File: src/rtl/vm_pkg.sv
// vm_pkg: definitions shared by the vending machine money paths.
// Holds the coin code enum, the cent value of each code, the amount
// limits, and the change dispenser state encoding.
package vm_pkg;

  localparam int AMT_W     = 9;
  localparam int MAX_CENTS = 500;

  localparam int NICKEL_CENTS  = 5;
  localparam int DIME_CENTS    = 10;
  localparam int QUARTER_CENTS = 25;
  localparam int DOLLAR_CENTS  = 100;

  // Code order matches the tube_empty bit order, smallest value first.
  typedef enum logic [1:0] {
    NICKEL  = 2'b00,
    DIME    = 2'b01,
    QUARTER = 2'b10,
    DOLLAR  = 2'b11
  } coin_e;

  typedef enum logic [1:0] {
    ST_IDLE   = 2'b00,
    ST_SELECT = 2'b01,
    ST_ISSUE  = 2'b10,
    ST_DONE   = 2'b11
  } disp_state_e;

  function automatic int unsigned coin_cents(input coin_e c);
    case (c)
      NICKEL:  return NICKEL_CENTS;
      DIME:    return DIME_CENTS;
      QUARTER: return QUARTER_CENTS;
      default: return DOLLAR_CENTS;
    endcase
  endfunction

endpackage

File: src/rtl/change_coin_picker.sv
// change_coin_picker: combinational largest-coin-first selection.
// Ports:
//   remaining  - cents still owed
//   tube_empty - per-code empty flags, bit index = coin code
//   found      - a coin that fits and is available exists
//   code       - coin code of the largest such coin (NICKEL when !found)
module change_coin_picker #(
  parameter int AMT_W = 9
) (
  input  logic [AMT_W-1:0] remaining,
  input  logic [3:0]       tube_empty,
  output logic             found,
  output logic [1:0]       code
);
  import vm_pkg::*;

  localparam logic [AMT_W-1:0] V_NICKEL  = AMT_W'(NICKEL_CENTS);
  localparam logic [AMT_W-1:0] V_DIME    = AMT_W'(DIME_CENTS);
  localparam logic [AMT_W-1:0] V_QUARTER = AMT_W'(QUARTER_CENTS);
  localparam logic [AMT_W-1:0] V_DOLLAR  = AMT_W'(DOLLAR_CENTS);

  always_comb begin
    found = 1'b1;
    code  = NICKEL;
    // Priority order is the denomination order, largest first.
    if (!tube_empty[DOLLAR] && remaining >= V_DOLLAR) begin
      code = DOLLAR;
    end else if (!tube_empty[QUARTER] && remaining >= V_QUARTER) begin
      code = QUARTER;
    end else if (!tube_empty[DIME] && remaining >= V_DIME) begin
      code = DIME;
    end else if (!tube_empty[NICKEL] && remaining >= V_NICKEL) begin
      code = NICKEL;
    end else begin
      found = 1'b0;
    end
  end

endmodule

File: src/rtl/change_dispenser.sv
// change_dispenser: pays out a cent amount as a sequence of coin ejects.
// Ports:
//   clk, rst        - clock, synchronous active-high reset
//   start, amount   - payout request, amount latched when accepted in IDLE
//   tube_empty      - per-code empty flags, sampled in SELECT
//   eject_ready     - coin mechanism accepts the pending coin this cycle
//   coin_valid      - eject request pending; coin_sel is its coin code
//   busy, done      - not IDLE; one-cycle end-of-payout pulse
//   err, short      - last request rejected; last payout ran out of coins
//   remaining       - cents still owed (unpaid balance after short)
//   fsm_state       - current state, for observation
// Handshake: a coin transfers on a rising edge where coin_valid and
// eject_ready are both high; coin_valid/coin_sel stay put until then.
module change_dispenser #(
  parameter int MAX_CENTS = vm_pkg::MAX_CENTS,
  parameter int AMT_W     = vm_pkg::AMT_W
) (
  input  logic             clk,
  input  logic             rst,
  input  logic             start,
  input  logic [AMT_W-1:0] amount,
  input  logic [3:0]       tube_empty,
  input  logic             eject_ready,
  output logic             coin_valid,
  output logic [1:0]       coin_sel,
  output logic             busy,
  output logic             done,
  output logic             err,
  output logic             short,
  output logic [AMT_W-1:0] remaining,
  output logic [1:0]       fsm_state
);
  import vm_pkg::*;

  disp_state_e      state;
  logic             pick_found;
  logic [1:0]       pick_code;
  logic             amount_ok;
  logic [AMT_W-1:0] sel_cents;

  // Valid amounts are whole nickels no larger than the limit.
  assign amount_ok = ((amount % AMT_W'(NICKEL_CENTS)) == '0) &&
                     (amount <= AMT_W'(MAX_CENTS));
  assign sel_cents = AMT_W'(coin_cents(coin_e'(coin_sel)));
  assign fsm_state = state;

  change_coin_picker #(.AMT_W(AMT_W)) u_picker (
    .remaining  (remaining),
    .tube_empty (tube_empty),
    .found      (pick_found),
    .code       (pick_code)
  );

  always_ff @(posedge clk) begin
    if (rst) begin
      state      <= ST_IDLE;
      coin_valid <= 1'b0;
      coin_sel   <= 2'b00;
      busy       <= 1'b0;
      done       <= 1'b0;
      err        <= 1'b0;
      short      <= 1'b0;
      remaining  <= '0;
    end else begin
      case (state)
        ST_IDLE: begin
          if (start) begin
            busy  <= 1'b1;
            short <= 1'b0;
            if (amount_ok) begin
              remaining <= amount;
              err       <= 1'b0;
              state     <= ST_SELECT;
            end else begin
              remaining <= '0;
              err       <= 1'b1;
              done      <= 1'b1;
              state     <= ST_DONE;
            end
          end
        end
        ST_SELECT: begin
          if (remaining == '0) begin
            done  <= 1'b1;
            state <= ST_DONE;
          end else if (pick_found) begin
            coin_sel   <= pick_code;
            coin_valid <= 1'b1;
            state      <= ST_ISSUE;
          end else begin
            // Balance cannot be made from the stocked tubes.
            short <= 1'b1;
            done  <= 1'b1;
            state <= ST_DONE;
          end
        end
        ST_ISSUE: begin
          if (eject_ready) begin
            // The picker only offers coins <= remaining, so no underflow.
            remaining  <= remaining - sel_cents;
            coin_valid <= 1'b0;
            state      <= ST_SELECT;
          end
        end
        ST_DONE: begin
          done  <= 1'b0;
          busy  <= 1'b0;
          state <= ST_IDLE;
        end
        default: state <= ST_IDLE;
      endcase
    end
  end

endmodule

File: config.mk
export PLATFORM = sky130hd
export DESIGN_NAME = change_dispenser
export DESIGN_NICKNAME = d
export VERILOG_FILES = /design/src/rtl/vm_pkg.sv /design/src/rtl/change_coin_picker.sv /design/src/rtl/change_dispenser.sv
export SDC_FILE = /design/constraint.sdc
export NUM_CORES = 1
export LEC_CHECK = 0
export ABC_AREA = 1
export CAP_MARGIN = 10
export CORE_UTILIZATION = 30
export CTS_BUF_LIST = sky130_fd_sc_hd__clkbuf_4 sky130_fd_sc_hd__clkbuf_8
export CTS_CLUSTER_DIAMETER = 40
export DETAILED_ROUTE_END_ITERATION = 10
export GPL_TIMING_DRIVEN = 0
export PLACE_DENSITY = 0.64
export SYNTH_ARGS = -nofsm -noshare
export SYNTH_HDL_FRONTEND = slang
export SYNTH_SLANG_ARGS = --single-unit
File: constraint.sdc
create_clock -name clk -period 3.4 [get_ports clk]
set_input_delay 1.02 -clock clk [delete_from_list [all_inputs] [get_ports clk]]
set_output_delay 1.02 -clock clk [all_outputs]
set_load 0.05 [all_outputs]
-- After elaboration in Yosys (flattened, before gate mapping)
Cells that the tools add are included.
- bits in latches: 0
- output and inout bits: 18
- flip-flop bits (word level): 18
- memory bits (read-only): 0
- input port bits: 17
- bits in writable memories: 0
- memories kept: 0
- add/sub/neg operators: 1
- multiply operators: 0
- reductions and logical operators: 26
- equal/unequal tests: 12
- div/mod/pow operators: 1
- bitwise logic cells: 1
- order comparisons: 5
- multiplexer cells: 33
- shift operators: 0
- operators with widths (operator ; count):
    $mux 9 ; 3
    $pmux 7 s3 ; 1
    $logic_not 9->1 ; 2
    $mux 1 ; 18
    $pmux 9 s2 ; 1
    $ne 2x2->1 const B ; 6
    $reduce_and 4->1 ; 3
    $mux 2 ; 5
    $ge 9x3->1 const B ; 1
    $ge 9x4->1 const B ; 1
    $ge 9x5->1 const B ; 1
    $ge 9x7->1 const B ; 1
    $le 9x9->1 const B ; 1
    $mod 9x3->9 const B ; 1
    $sub 9x9->9 ; 1
    $pmux 2 s4 ; 1
    $reduce_bool 2->1 ; 4
    $eq 2x2->1 const B ; 3
    $pmux 1 s2 ; 3
    $reduce_and 2->1 ; 3
    $reduce_and 3->1 ; 2
    $logic_and 1x1->1 ; 5
    $eq 2x1->1 const B ; 2
    $logic_not 1->1 ; 4
    5 further kinds ; 6

-- Longest topological paths before layout
- depth in word-level cells: 9
- gate-level depth with buffers: 34

-- Cells and area by module
Synthesis repeated with hierarchy kept, for this count alone.
- cell total of the unflattened synthesis: 332
- area total of the unflattened synthesis: 1959.4 µm²
- modules (own cells, without submodules) (module ; area each (µm²) ; times used ; cells an instance):
    change_dispenser ; 1776.7 ; 1 ; 291
    change_coin_picker ; 182.7 ; 1 ; 41

-- Worst setup path after synthesis
Ideal clock, no wire load.
- kind: input to register
- start point: in amount[6]
- end point: reg err
- cell stages on the path: 28
- arrival time: 3.298 ns
- setup time: 0.109 ns
- slack: -0.008 ns
- cells stage by stage: inv_2 > nand2_1 > nor2_1 > o21ai_0 > nand2_1 > nand2_1 > nand2_2 > nand2_2 > nand2_2 > nand3_2 > nand2_2 > nand2_2 > nand2_2 > nand2_2 > nand2_1 > nand3_1 > nand2_2 > nand2_2 > nand2_2 > nand2_2 > a21boi_1 > nand2_1 > nand3_1 > nand3_2 > nor2_4 > o21ai_0 > nand2_1 > inv_1
- cells in the longest elaborated chain, start to end: 4
- elaborated cells on any way between the ends: 5
- those cells by class: div (1); order compare (1); mux (1); reduce/logical (2)
- RTL lines (item ; RTL line ; RTL):
    start, declared ; change_dispenser.sv:21 ; input logic [AMT_W-1:0] amount,
    $mod 9x3->9 ; change_dispenser.sv:42 ; assign amount_ok = ((amount % AMT_W'(NICKEL_CENTS)) == '0) &&
    $logic_not 9->1 ; change_dispenser.sv:42 ;
    $logic_and 1x1->1 (*) ; change_dispenser.sv:42 ;
    $mux 1 (*) ; change_dispenser.sv:70 ; if (amount_ok) begin
    end signal, assigned ; change_dispenser.sv:61 ; err <= 1'b0;
    end signal, assigned ; change_dispenser.sv:72 ; err <= 1'b0;
    end signal, assigned ; change_dispenser.sv:76 ; err <= 1'b1;
    end, declared ; change_dispenser.sv:28 ; output logic err,
Every way passes the cells marked *; elsewhere a longest branch is shown, timed or not.
A chain may end at the register's enable or synchronous reset.

-- Worst setup path after layout
- start point: in amount[6]
- end point: reg remaining[3]
- cells in the longest elaborated chain, start to end: 6
- elaborated cells on any way between the ends: 7
- those cells by class: div (1); order compare (1); mux (3); reduce/logical (2)
- RTL lines (item ; RTL line ; RTL):
    $mod 9x3->9 ; change_dispenser.sv:42 ;
    $logic_not 9->1 ; change_dispenser.sv:42 ;
    $logic_and 1x1->1 (*) ; change_dispenser.sv:42 ;
    $mux 9 (*) ; change_dispenser.sv:70 ;
    $mux 9 (*) ; change_dispenser.sv:67 ; if (start) begin
    $pmux 9 s2 (*) ; change_dispenser.sv:65 ; case (state)
    end signal, assigned ; change_dispenser.sv:71 ; remaining <= amount;
    end signal, assigned ; change_dispenser.sv:100 ; remaining <= remaining - sel_cents;
    end, declared ; change_dispenser.sv:30 ; output logic [AMT_W-1:0] remaining,
Every way passes the cells marked *; elsewhere a longest branch is shown, timed or not. The select of a mux whose other input is x is not followed.

==> results.yml <==
grt:
  grt_pass1_wl_mm: 8.51
  globalRouteOverflowTotal: 0
  track_usage_pct: 16.8
  grt_pass1_vias: 1855
  grt_antenna_before_repair: 0
  grt_max_degree: 11
clock_tree:
  cts_sinks: 18
  h-tree-depth: 1
  clock_latency_ns: 0.26
  holdBufCountCts: 0
  cts_tree: "built"
  cts.clk_slew.worst_paths_ns: 0.07
  cts_buffer_depth: 2
  numCtsBuffers: 3
  root_buffer: "clkbuf_8"
finish:
  nets: 384
  layout-drive-gt1-share_pct: 27.3
  antenna-diode-count: 0
  final_area_um2: 2750
  final_cells: 427
  areaGrowthSynthToFinish_pct: 53.4
power_and_ir_drop:
  seqPwrFrac_pct: 16.7
  p_sw_mw: 1.42
  leakage_nw: 1.29
  p_total_mw: 2.47
  p_comb_share_pct: 75.9
  powerDensity_nw_per_um2: 899
  p_int_mw: 1.06
  clkPwrFrac_pct: 7.4
  netSwitchingFraction_pct: 57.3
  vdd_drop_max_mv: 0.626
logic_synthesis:
  postSynthCellCount: 306
  syn-cell-area_um2: 1790
  yosys-top-cells-area: "dfxtp_1 (20%), nand2_1 (13%), inv_1 (11%)"
  yosysMostFrequentCell: "nand2_1"
  synth-main-ff-cell: "dfxtp_1"
  yosysTopAreaCellShare_pct: 20.1
  yosysUniqueCellTypes: 34
  ys_seq_area_share_pct: 20.1
  netlist_top_cells_count: "nand2_1 (63), inv_1 (53), nor2_1 (37)"
  yosys_register_bits: 18
  synth_enable_flop_cells: 0
  synth_nets: 334
  synth.avg_cell_area_um2: 5.86
  async_reset_ff_share_pct: 0
  yosysTopAreaCell: "dfxtp_1"
  synth-warning-count: 0
timing:
  max_freq_mhz: 274
  rsz0062_at_grt: "yes"
  skew_ns: 0.00136
  finalCritPeriodShare_pct: 107
  holdWs_ns: 0.463
  worst_slack_ns: -0.245
  hold_viol: 0
  worst_pin_slew_ns: 0.508
  slew_headroom_pct: 66.0
  drv_slew: 0
  min_period_ns: 3.65
  setup_violations: 12
floorplan:
  die_y_um: 79.3
  dieArea_um2: 6290
  row_count: 27
  initial_core_util_pct: 31.8
  chipWidth_um: 79.3
  core-area_um2: 5640
  pin_count: 35
setup_path:
  cp.required_ns: 3.60
  arrival_ns: 3.84
  end_kind: "flip-flop"
  cp-start-kind: "input port"
  path_class: "input port to flip-flop"
  ff2ff_setup_slack_ns: 0.61
  crit_fanout: 5
routing:
  wl_mm: 5.40
  drc: 0
  firstDrtPassIters: 4
  drt_first_iter_violations: 173
  vias: 2104
  routed_via_density: 4.93
  wire_per_inst_um: 12.6
  ant_nets: 0
placed_design:
  dp_cells: 412
  place_area_um2: 2240
  io_buffer_count: 34
  dpl_worst_slack_ns: -1.09
  finalWeightedCongestion: 0.820
  hpwl_mm: 3.74
min_path:
  worstHoldPathType: "flip-flop to flip-flop"
flow_run:
  drv_cap: 0
outcome:
  outcome: "finished, violations left"
  violations: "setup timing"
-- cells by family (layout without fill, tap and decap cells) --
logic type               Yosys count  in the layout  share of synthesized area [%]
XOR/XNOR                           2              2                          0.977
multiplexers                       1              1                          0.558
buffers and inverters             59            107                           12.4
adder cells (fa/ha/maj)           11             11                           8.09
flip-flops                        18             18                           20.1
AND/OR/NAND/NOR                  155            156                           39.2
AO/OA/AOI/OAI                     60             60                           18.7
-- final timing paths --
| check | end | depth (start not counted) | start |
|---|---|---|---|
| min | done$_SDFFE_PP0P_ | 2 | done$_SDFFE_PP0P_ |
| max | remaining[3]$_SDFFE_PP0P_ | 25 | amount[6] |
| min reg2reg | done$_SDFFE_PP0P_ | 2 | done$_SDFFE_PP0P_ |
| max reg2reg | remaining[8]$_SDFFE_PP0P_ | 16 | coin_sel[0]$_SDFFE_PP0P_ |
-- per-layer routing --
layer / up-vias / GRT usage, % / share of wire (%)
met3: 8 / 3.10 / 3.6
met4: 0 / 2.73 / 1.2
met5: - / 0 / 0
met1: 961 / 22.3 / 46
met2: 44 / 28.4 / 49
li1: 1091 / - / -
-- sequential cells by signal (all words and copies together) (netlist names) --
| register | cells |
|---|---|
| coin_sel | 2 |
| short | 1 |
| done | 1 |
| fsm_state | 2 |
| err | 1 |
| coin_valid | 1 |
| remaining | 9 |
| busy | 1 |
-- layout make-up --
| type | count | area (µm²) |
|---|---|---|
| Multi-Input combinational cell | 230 | 1580 |
| Timing Repair Buffer | 44 | 438 |
| Fill cell | 548 | 2890 |
| Clock buffer | 4 | 55.1 |
| Tap cell | 72 | 90.1 |
| Buffer | 3 | 11.3 |
| Sequential cell | 18 | 360 |
| Inverter | 56 | 218 |
-- cell usage in the layout (no fill, tap or decap), types with 2 or more instances in the layout --
cell type         n
inv_1            47
nand2_1          44
nor2_1           33
clkdlybuf4s50_1  29
nand2_4          24
a21oi_1          18
o21ai_0          18
dfxtp_1          18
nand3_1          15
nand3_2          13
ha_1             10
buf_4             9
inv_2             8
nand2_2           8
a21oi_2           7
nor2_4            5
a31oi_1           5
nand3_4           4
clkbuf_8          4
nor3_1            3
nand3b_1          2
o21ai_1           2
nor2_2            2
clkbuf_1          2
buf_12            2
-- metrics by stage --
| step | util (%) | setup TNS [ns] |
|---|---|---|
| 2_1_floorplan | - | -0.00483 |
| 3_3_place_gp | 39.7 | -11.50 |
| 3_5_place_dp | 39.7 | -12.53 |
| 4_1_cts | 44.4 | -1.11 |
| 5_1_grt | 48.7 | -4.56 |
| 6_report | 48.7 | -2.25 |
-- what timing repair did --
item | CTS | global route
setup buffers | 4 | 6
pin swaps | 28 | 33
setup endpoints to repair | 12 | 12
gates resized for setup | 75 | 44
gates cloned | 1 | 0
-- power groups by stage --
stage / Sequential [mW] / Clock, mW / Combinational (mW)
floorplan: 0.696 / 0 / 0.912
global placement: 0.417 / 0 / 1.60
detailed placement: 0.417 / 0 / 1.61
CTS: 0.413 / 0.188 / 1.71
global route: 0.431 / 0.200 / 2.07
finish: 0.412 / 0.183 / 1.88
-- critical path, stage by stage --
cell and delay, ns:
buf_8 0.10, inv_8 0.05, nand2_4 0.07, nand2_2 0.07, o211ai_1 0.18, inv_1 0.10
nor2_4 0.12, nand2_4 0.09, nand2_4 0.08, nand2_4 0.07, buf_4 0.13, nand2_1 0.06
nand3_1 0.13, nand2_4 0.13, nand2_2 0.06, nand3_2 0.09, nand2_4 0.08, nand2_4 0.08
mux2i_2 0.28, inv_1 0.12, nand3_2 0.12, nand3_4 0.12, nor2_4 0.21, nand3_1 0.13
a21oi_2 0.15
Power figures use the tool's default switching activity.
